==> src/rtl/sipo_pkg.sv <==
// Shared types and sizing helpers for the serial-in parallel-out receiver.
package sipo_pkg;

    typedef enum logic {
        IDLE  = 1'b0,
        SHIFT = 1'b1
    } state_t;

    localparam int DEFAULT_WIDTH = 32;

    // Bit counter must hold 0..WIDTH, hence clog2(WIDTH+1).
    function automatic int CNT_W(input int width);
        return $clog2(width + 1);
    endfunction

endpackage

==> src/rtl/sipo_shift_core.sv <==
// Shift register and bit counter; flags the bit_en edge that completes a word
// and presents the completed word combinationally on that same edge.
module sipo_shift_core
    import sipo_pkg::*;
#(
    parameter int WIDTH     = DEFAULT_WIDTH,
    parameter bit MSB_FIRST = 1'b1
) (
    input  logic             clock,
    input  logic             reset_n,
    input  logic             bit_en,
    input  logic             serial_in,
    input  logic             frame_start,
    input  logic             in_shift,
    output logic             word_done,
    output logic [WIDTH-1:0] word
);

    localparam int CW = CNT_W(WIDTH);

    logic [WIDTH-1:0] r_shift;
    logic [CW-1:0]    r_cnt;
    logic [WIDTH-1:0] w_base;
    logic [WIDTH-1:0] w_next;
    logic             w_restart;
    logic             w_take;

    // NOTE: every signal gets a default at the top of always_comb so no path can infer a latch.
    always_comb begin
        w_restart = bit_en & frame_start;
        w_take    = bit_en & (frame_start | in_shift);
        // A frame_start discards whatever partial word is in flight.
        w_base    = w_restart ? '0 : r_shift;
        if (MSB_FIRST) begin
            w_next = {w_base[WIDTH-2:0], serial_in};
        end else begin
            w_next = {serial_in, w_base[WIDTH-1:1]};
        end
        word_done = bit_en & in_shift & ~frame_start & (r_cnt == CW'(WIDTH - 1));
        word      = w_next;
    end

    // NOTE: sequential state uses non-blocking assignments so all registers see pre-edge values.
    always_ff @(posedge clock) begin
        if (!reset_n) begin
            r_shift <= '0;
            r_cnt   <= '0;
        end else if (w_take) begin
            r_shift <= w_next;
            if (word_done) begin
                r_cnt <= '0;
            end else if (w_restart) begin
                r_cnt <= CW'(1);
            end else begin
                r_cnt <= r_cnt + 1'b1;
            end
        end
    end

endmodule

==> src/rtl/sipo_receiver_32bit.sv <==
// Framed serial word receiver: IDLE/SHIFT FSM, valid/ready holding register
// and sticky overrun / resync error flags around sipo_shift_core.
module sipo_receiver_32bit
    import sipo_pkg::*;
#(
    parameter int WIDTH     = DEFAULT_WIDTH,
    parameter bit MSB_FIRST = 1'b1
) (
    input  logic             clock,
    input  logic             reset_n,
    input  logic             bit_en,
    input  logic             serial_in,
    input  logic             frame_start,
    output logic [WIDTH-1:0] data_out,
    output logic             data_valid,
    input  logic             data_ready,
    output logic             overrun,
    output logic             resync_err,
    input  logic             clear_err,
    output logic             busy
);

    state_t           r_state;
    state_t           w_state_next;
    logic             w_word_done;
    logic [WIDTH-1:0] w_word;
    logic [WIDTH-1:0] r_data;
    logic             r_valid;
    logic             r_overrun;
    logic             r_resync;
    logic             w_load;
    logic             w_drop;
    logic             w_consume;
    logic             w_resync_set;

    sipo_shift_core #(
        .WIDTH     (WIDTH),
        .MSB_FIRST (MSB_FIRST)
    ) u_core (
        .clock       (clock),
        .reset_n     (reset_n),
        .bit_en      (bit_en),
        .serial_in   (serial_in),
        .frame_start (frame_start),
        .in_shift    (r_state == SHIFT),
        .word_done   (w_word_done),
        .word        (w_word)
    );

    always_comb begin
        w_state_next = r_state;
        case (r_state)
            IDLE:    if (bit_en && frame_start) w_state_next = SHIFT;
            SHIFT:   if (w_word_done) w_state_next = IDLE;
            default: w_state_next = IDLE;
        endcase
    end

    always_comb begin
        // A consumer taking the old word on the completion edge frees the slot.
        w_load       = w_word_done & (~r_valid | data_ready);
        w_drop       = w_word_done & r_valid & ~data_ready;
        w_consume    = r_valid & data_ready;
        w_resync_set = bit_en & frame_start & (r_state == SHIFT);
    end

    always_ff @(posedge clock) begin
        if (!reset_n) begin
            r_state   <= IDLE;
            r_data    <= '0;
            r_valid   <= 1'b0;
            r_overrun <= 1'b0;
            r_resync  <= 1'b0;
        end else begin
            r_state <= w_state_next;
            if (w_load) begin
                r_data  <= w_word;
                r_valid <= 1'b1;
            end else if (w_consume) begin
                r_valid <= 1'b0;
            end
            // Setting an error wins over clear_err on the same edge.
            r_overrun <= w_drop | (r_overrun & ~clear_err);
            r_resync  <= w_resync_set | (r_resync & ~clear_err);
        end
    end

    assign data_out   = r_data;
    assign data_valid = r_valid;
    assign overrun    = r_overrun;
    assign resync_err = r_resync;
    assign busy       = (r_state == SHIFT);

endmodule
==> config.mk <==
export PLATFORM = sky130hd
export DESIGN_NAME = sipo_receiver_32bit
export DESIGN_NICKNAME = d
export VERILOG_FILES = /design/src/rtl/sipo_pkg.sv /design/src/rtl/sipo_shift_core.sv /design/src/rtl/sipo_receiver_32bit.sv
export SDC_FILE = /design/constraint.sdc
export NUM_CORES = 1
export LEC_CHECK = 0
export ABC_AREA = 1
export CORE_MARGIN = 1
export CORE_UTILIZATION = 51
export CTS_BUF_LIST = sky130_fd_sc_hd__clkbuf_4 sky130_fd_sc_hd__clkbuf_8
export CTS_CLUSTER_DIAMETER = 50
export DETAILED_ROUTE_END_ITERATION = 7
export HOLD_SLACK_MARGIN = 0.06
export PLACE_DENSITY = 0.82
export SETUP_SLACK_MARGIN = 0.3
export SLEW_MARGIN = 20
export SYNTH_ARGS = -nofsm -noshare
export SYNTH_HDL_FRONTEND = slang
export SYNTH_SLANG_ARGS = --single-unit
==> constraint.sdc <==
create_clock -name clock -period 1.68 [get_ports clock]
set_clock_uncertainty 0.1 [all_clocks]
set_input_delay 0.168 -clock clock [delete_from_list [all_inputs] [get_ports clock]]
set_output_delay 0.168 -clock clock [all_outputs]
set_load 0.01 [all_outputs]
Word level (Yosys, flattened, before mapping)
Index checks and enable logic that the tools add are counted.

Register bits after elaboration: 73. Word-level logic and storage cells: 40. Output and inout port bits: 36.

Reduce and logical (&&, ||, !) cells: 2. Equal/unequal tests: 1. Bitwise operators: 21. Multiplexer cells: 8. $add $sub $neg: 1.

Operators by type and width (count): $mux W31 (1); $and A1 B1 Y1 (12); $mux W6 (2); $add A6 B1 Y6 const B (1); $eq A6 B5 Y1 const B (1); $not A1 Y1 (5); $mux W1 (4); $or A1 B1 Y1 (4); $pmux W1 S2 (1); $reduce_bool A2 Y1 (1); $logic_and A1 B1 Y1 (1).

Depth between registers and ports, before layout
Depth in word-level cells: 6. Mapped depth: 8. Gate-level depth less buffers: 7.

Modules after synthesis
Synthesis repeated with hierarchy kept, for this count alone.

Cells, all modules: 489. Area, all modules: 3325.7 µm².

By module, submodules not included: sipo_shift_core (area an instance 1740.4 µm², seq. area each 740.7 µm², times used 1, cells an instance 259); sipo_receiver_32bit (area an instance 1585.3 µm², seq. area each 720.7 µm², times used 1, cells an instance 230).

Worst setup path after synthesis
No wires, ideal clock.

Path kind: reg2reg. Start point: reg u_core.r_cnt[0]. End point: reg r_data[17] (netlist: data_out[17]). Period minus slack after synthesis: 1.577 ns. Cell stages (with the launch flop): 9. Arrival time: 1.365 ns. Required time: 1.468 ns. Path slack: 0.103 ns. Path through: dfxtp_1 > ha_1 > nand3_2 > nor2_4 > nand3_2 > buf_4 > buf_6 > a21oi_2 > nor2_1.

Word-level cells in the longest chain between the ends: 3.

Ends and longest elaborated chain: start: declaration (RTL line sipo_shift_core.sv:22) `logic [CW-1:0] r_cnt;`; start signal: assignment (RTL line sipo_shift_core.sv:55) `r_cnt <= r_cnt + 1'b1;`; $eq A6 B5 Y1 (RTL line sipo_shift_core.sv:39) `word_done = bit_en & in_shift & ~frame_start & (r_cnt == CW'(WIDTH - 1));`; $and A1 B1 Y1 (RTL line sipo_shift_core.sv:39); $and A1 B1 Y1 (RTL line sipo_receiver_32bit.sv:61) `w_load = w_word_done & (~r_valid | data_ready);`; end signal: assignment (RTL line sipo_receiver_32bit.sv:77) `r_data <= w_word;`; end: declaration (RTL line sipo_receiver_32bit.sv:27) `logic [WIDTH-1:0] r_data;`.

Every way passes these cells. A chain may end at the register's enable or synchronous reset.

Final worst setup path
Start point: reg u_core.r_cnt[0]. End point: reg r_data[10] (netlist: data_out[10]).

The elaborated chain is that of the path after synthesis.

==> results.cfg <==
[outcome]
run_status = finished clean

[timing]
finalWorstPathRequiredPeriod_ns = 1.48
rsz0062_at_grt = true
timing.final.crit_share = 0.879
final-setup-viol-count = 0
finalMaxSlewViolations = 0
worst_slew_pin_slew_ns = 0.674
relSlewSlack = 0.550
timing.final.hold_violations = 0
timing.hold.ws_ns = 0.351
timing.setup.tns_ns = 0
timing.fmax_ghz = 0.678

[floorplan]
die_h_um = 79.4
ioPinCount = 43
placement_rows = 27
die_w_um = 79.4
start_util = 0.542
design.die.area_mm2 = 0.00630
core-area_mm2 = 0.00564

[critical_path]
critPathTopFamily = simple AND/OR/NAND/NOR gates
crit_path_top_delay_cell = sky130_fd_sc_hd__dfxtp_4
critPathLaunchType = register
cp.arrival_ns = 1.61
timing.critical_path.cells = ha_4, nand3_4, nor2_4, nand3_4, buf_12, a21oi_1, nor2_1
crit_path_max_incr_delay_ns = 0.38
cp_max_fo = 27
critical_path_s_most_frequent_cell = sky130_fd_sc_hd__nand3_4
path_class = reg2reg
endpoint_type_of_the_worst_setup_path = register
worstPathBufferInverterCount = 1
required_ns = 1.82

[global_routing]
largest_net_degree_at_the_start_of_global_routing = 38
antenna_found_initial = 0
grt_pass1_wl_um = 11000
grtUsageTotal = 0.224
grt_overflow = 0
grt_pass1_vias = 2509

[drt]
wl_per_cell_um = 11.9
route.antenna.remaining_nets = 0
drt_pass1_iterations = 4
dr_total_vias = 2759
drt-vias-per-instance = 4.94
drc = 0
routed_wl_um = 6650
drt_iter0_markers = 166

[cts]
clock_latency_ns = 0.35
cts.sinks = 73
cts.root.buffer_cell = sky130_fd_sc_hd__clkbuf_8
clkSlewWorstSetupHoldPaths_ns = 0.08
htree_levels = 3
buffer_levels_on_the_longest_clock_path = 2
tritoncts_clock_tree = yes
cts_made_buffers = 9

[logic_synthesis]
syn_nets = 443
synthesis.yosys.warnings = 0
post_synthesis_sequential_element_count = 73
synth_area_per_cell_um2 = 7.02
syn_inst = 435
post_synth_num_cell_types = 22
syn_area_mm2 = 0.00306
synth_async_sr_flop_share = 0
synth_seq_area_share = 0.478
synth_edf_count = 0
ys.flop_type = sky130_fd_sc_hd__dfxtp_1

[final_layout]
multi_input_comb_area_mm2 = 0.00132
nets = 490
n_antenna_cell = 0
post_route_cells_drive_above_1_share = 0.125
area.sequential_mm2 = 0.00147
synthToLayoutAreaGrowth_pct = 26.9
mostFrequentLayoutCells = 144 x sky130_fd_sc_hd__nand2_1, 70 x sky130_fd_sc_hd__dfxtp_1, 51 x sky130_fd_sc_hd__inv_1
layout_commonest_cell = sky130_fd_sc_hd__nand2_1
fillerInstances = 467

[power_and_ir_drop]
worst_supply_voltage_drop_on_vdd_mv = 0.534
power_leakage_uw = 0.00179
p_per_area_mw_per_mm2 = 861

[placed_design]
dp_hpwl_um = 4280
port-buffer-count = 42
gp_routability_congestion = 0.821

[hold_path]
hold_path_class = in2reg

[flow_run]
timing.max_cap.violations = 0
-- state kept, by name, summed over array words and instances (netlist names) --
register and flops:
busy 1, data_out 32, data_valid 1, overrun 1
resync_err 1, u_core.r_cnt 6, u_core.r_shift 31
-- logic make-up after synthesis --
| group | Yosys count | synth area share |
|---|---|---|
| buffers and inverters | 79 | 0.106 |
| DFF | 73 | 0.478 |
| adders and majority gates | 1 | 0.00409 |
| AOI/OAI and AO/OA | 72 | 0.133 |
| and+or+nand+nor | 210 | 0.279 |
-- synthesized netlist by cell type (3+ instances only) --
library cell,count,area [um2]
sky130_fd_sc_hd__nand2_1,146,548
sky130_fd_sc_hd__dfxtp_1,73,1460
sky130_fd_sc_hd__inv_1,52,195
sky130_fd_sc_hd__a21oi_1,51,255
sky130_fd_sc_hd__nor2_1,42,158
sky130_fd_sc_hd__nand4_1,15,93.8
sky130_fd_sc_hd__clkbuf_1,12,45.0
sky130_fd_sc_hd__a21oi_2,10,87.6
sky130_fd_sc_hd__buf_2,9,45.0
sky130_fd_sc_hd__o21ai_0,7,35.0
sky130_fd_sc_hd__nand3_1,3,15.0
-- final cells by class --
cell class,instances,area share
flip-flops and latches,73,0.379
inverters,53,0.0513
clock inverters,5,0.0142
multi-input cells,283,0.341
well taps,72,0.0232
repair buffers,62,0.154
clock buffers,11,0.0374
-- report_power, final --
part / internal, uW / switching, uW
logic: 80.0 / 128
clock network: 737 / 624
registers: 1750 / 16.6
-- worst register-to-register path, cell delays in order (launching register included) --
cell                      delay, ns
sky130_fd_sc_hd__dfxtp_4       0.38
sky130_fd_sc_hd__ha_4          0.15
sky130_fd_sc_hd__nand3_4       0.09
sky130_fd_sc_hd__nor2_4        0.15
sky130_fd_sc_hd__nand3_4       0.12
sky130_fd_sc_hd__buf_12        0.18
sky130_fd_sc_hd__a21oi_1       0.14
sky130_fd_sc_hd__nor2_1        0.06
-- worst paths after layout --
path / cells past startpoint / to / slack, ns / start
max: 7 / data_out[10] / 0.20 / u_core.r_cnt[0]
min: 3 / data_out[0] / 0.35 / serial_in
max reg2reg: 7 / data_out[10] / 0.20 / u_core.r_cnt[0]
min reg2reg: 2 / resync_err / 0.37 / resync_err
-- through the flow --
step | cell area [um2] | utilization | cells | setup WS, ns | power [uW]
detailed placement | 3630 | 0.644 | 539 | -0.0857 | 2000
global placement | 3630 | 0.644 | 539 | -0.0117 | 2000
global route | 3880 | 0.688 | 559 | 0.0988 | 3470
floorplan | 3090 | - | 435 | 0.176 | 1930
CTS | 3810 | 0.675 | 555 | 0.151 | 3350
finish | 3880 | 0.688 | 559 | 0.204 | 3340
-- repair_timing --
item	4_1_cts	5_1_grt
pin swaps	0	3
hold buffers	0	0
cloned	0	2
setup endpoints to repair	86	55
gates resized for setup	41	14
setup buffers	0	2
-- routing by layer --
metal | GRT usage | up-vias | share of wire
li1 | - | 1447 | -
met1 | 0.277 | 1235 | 0.45
met2 | 0.373 | 63 | 0.49
met3 | 0.0686 | 14 | 0.040
met4 | 0.0691 | 0 | 0.016
met5 | 0 | - | 0
No activity file was read; power rests on OpenSTA's default activity.
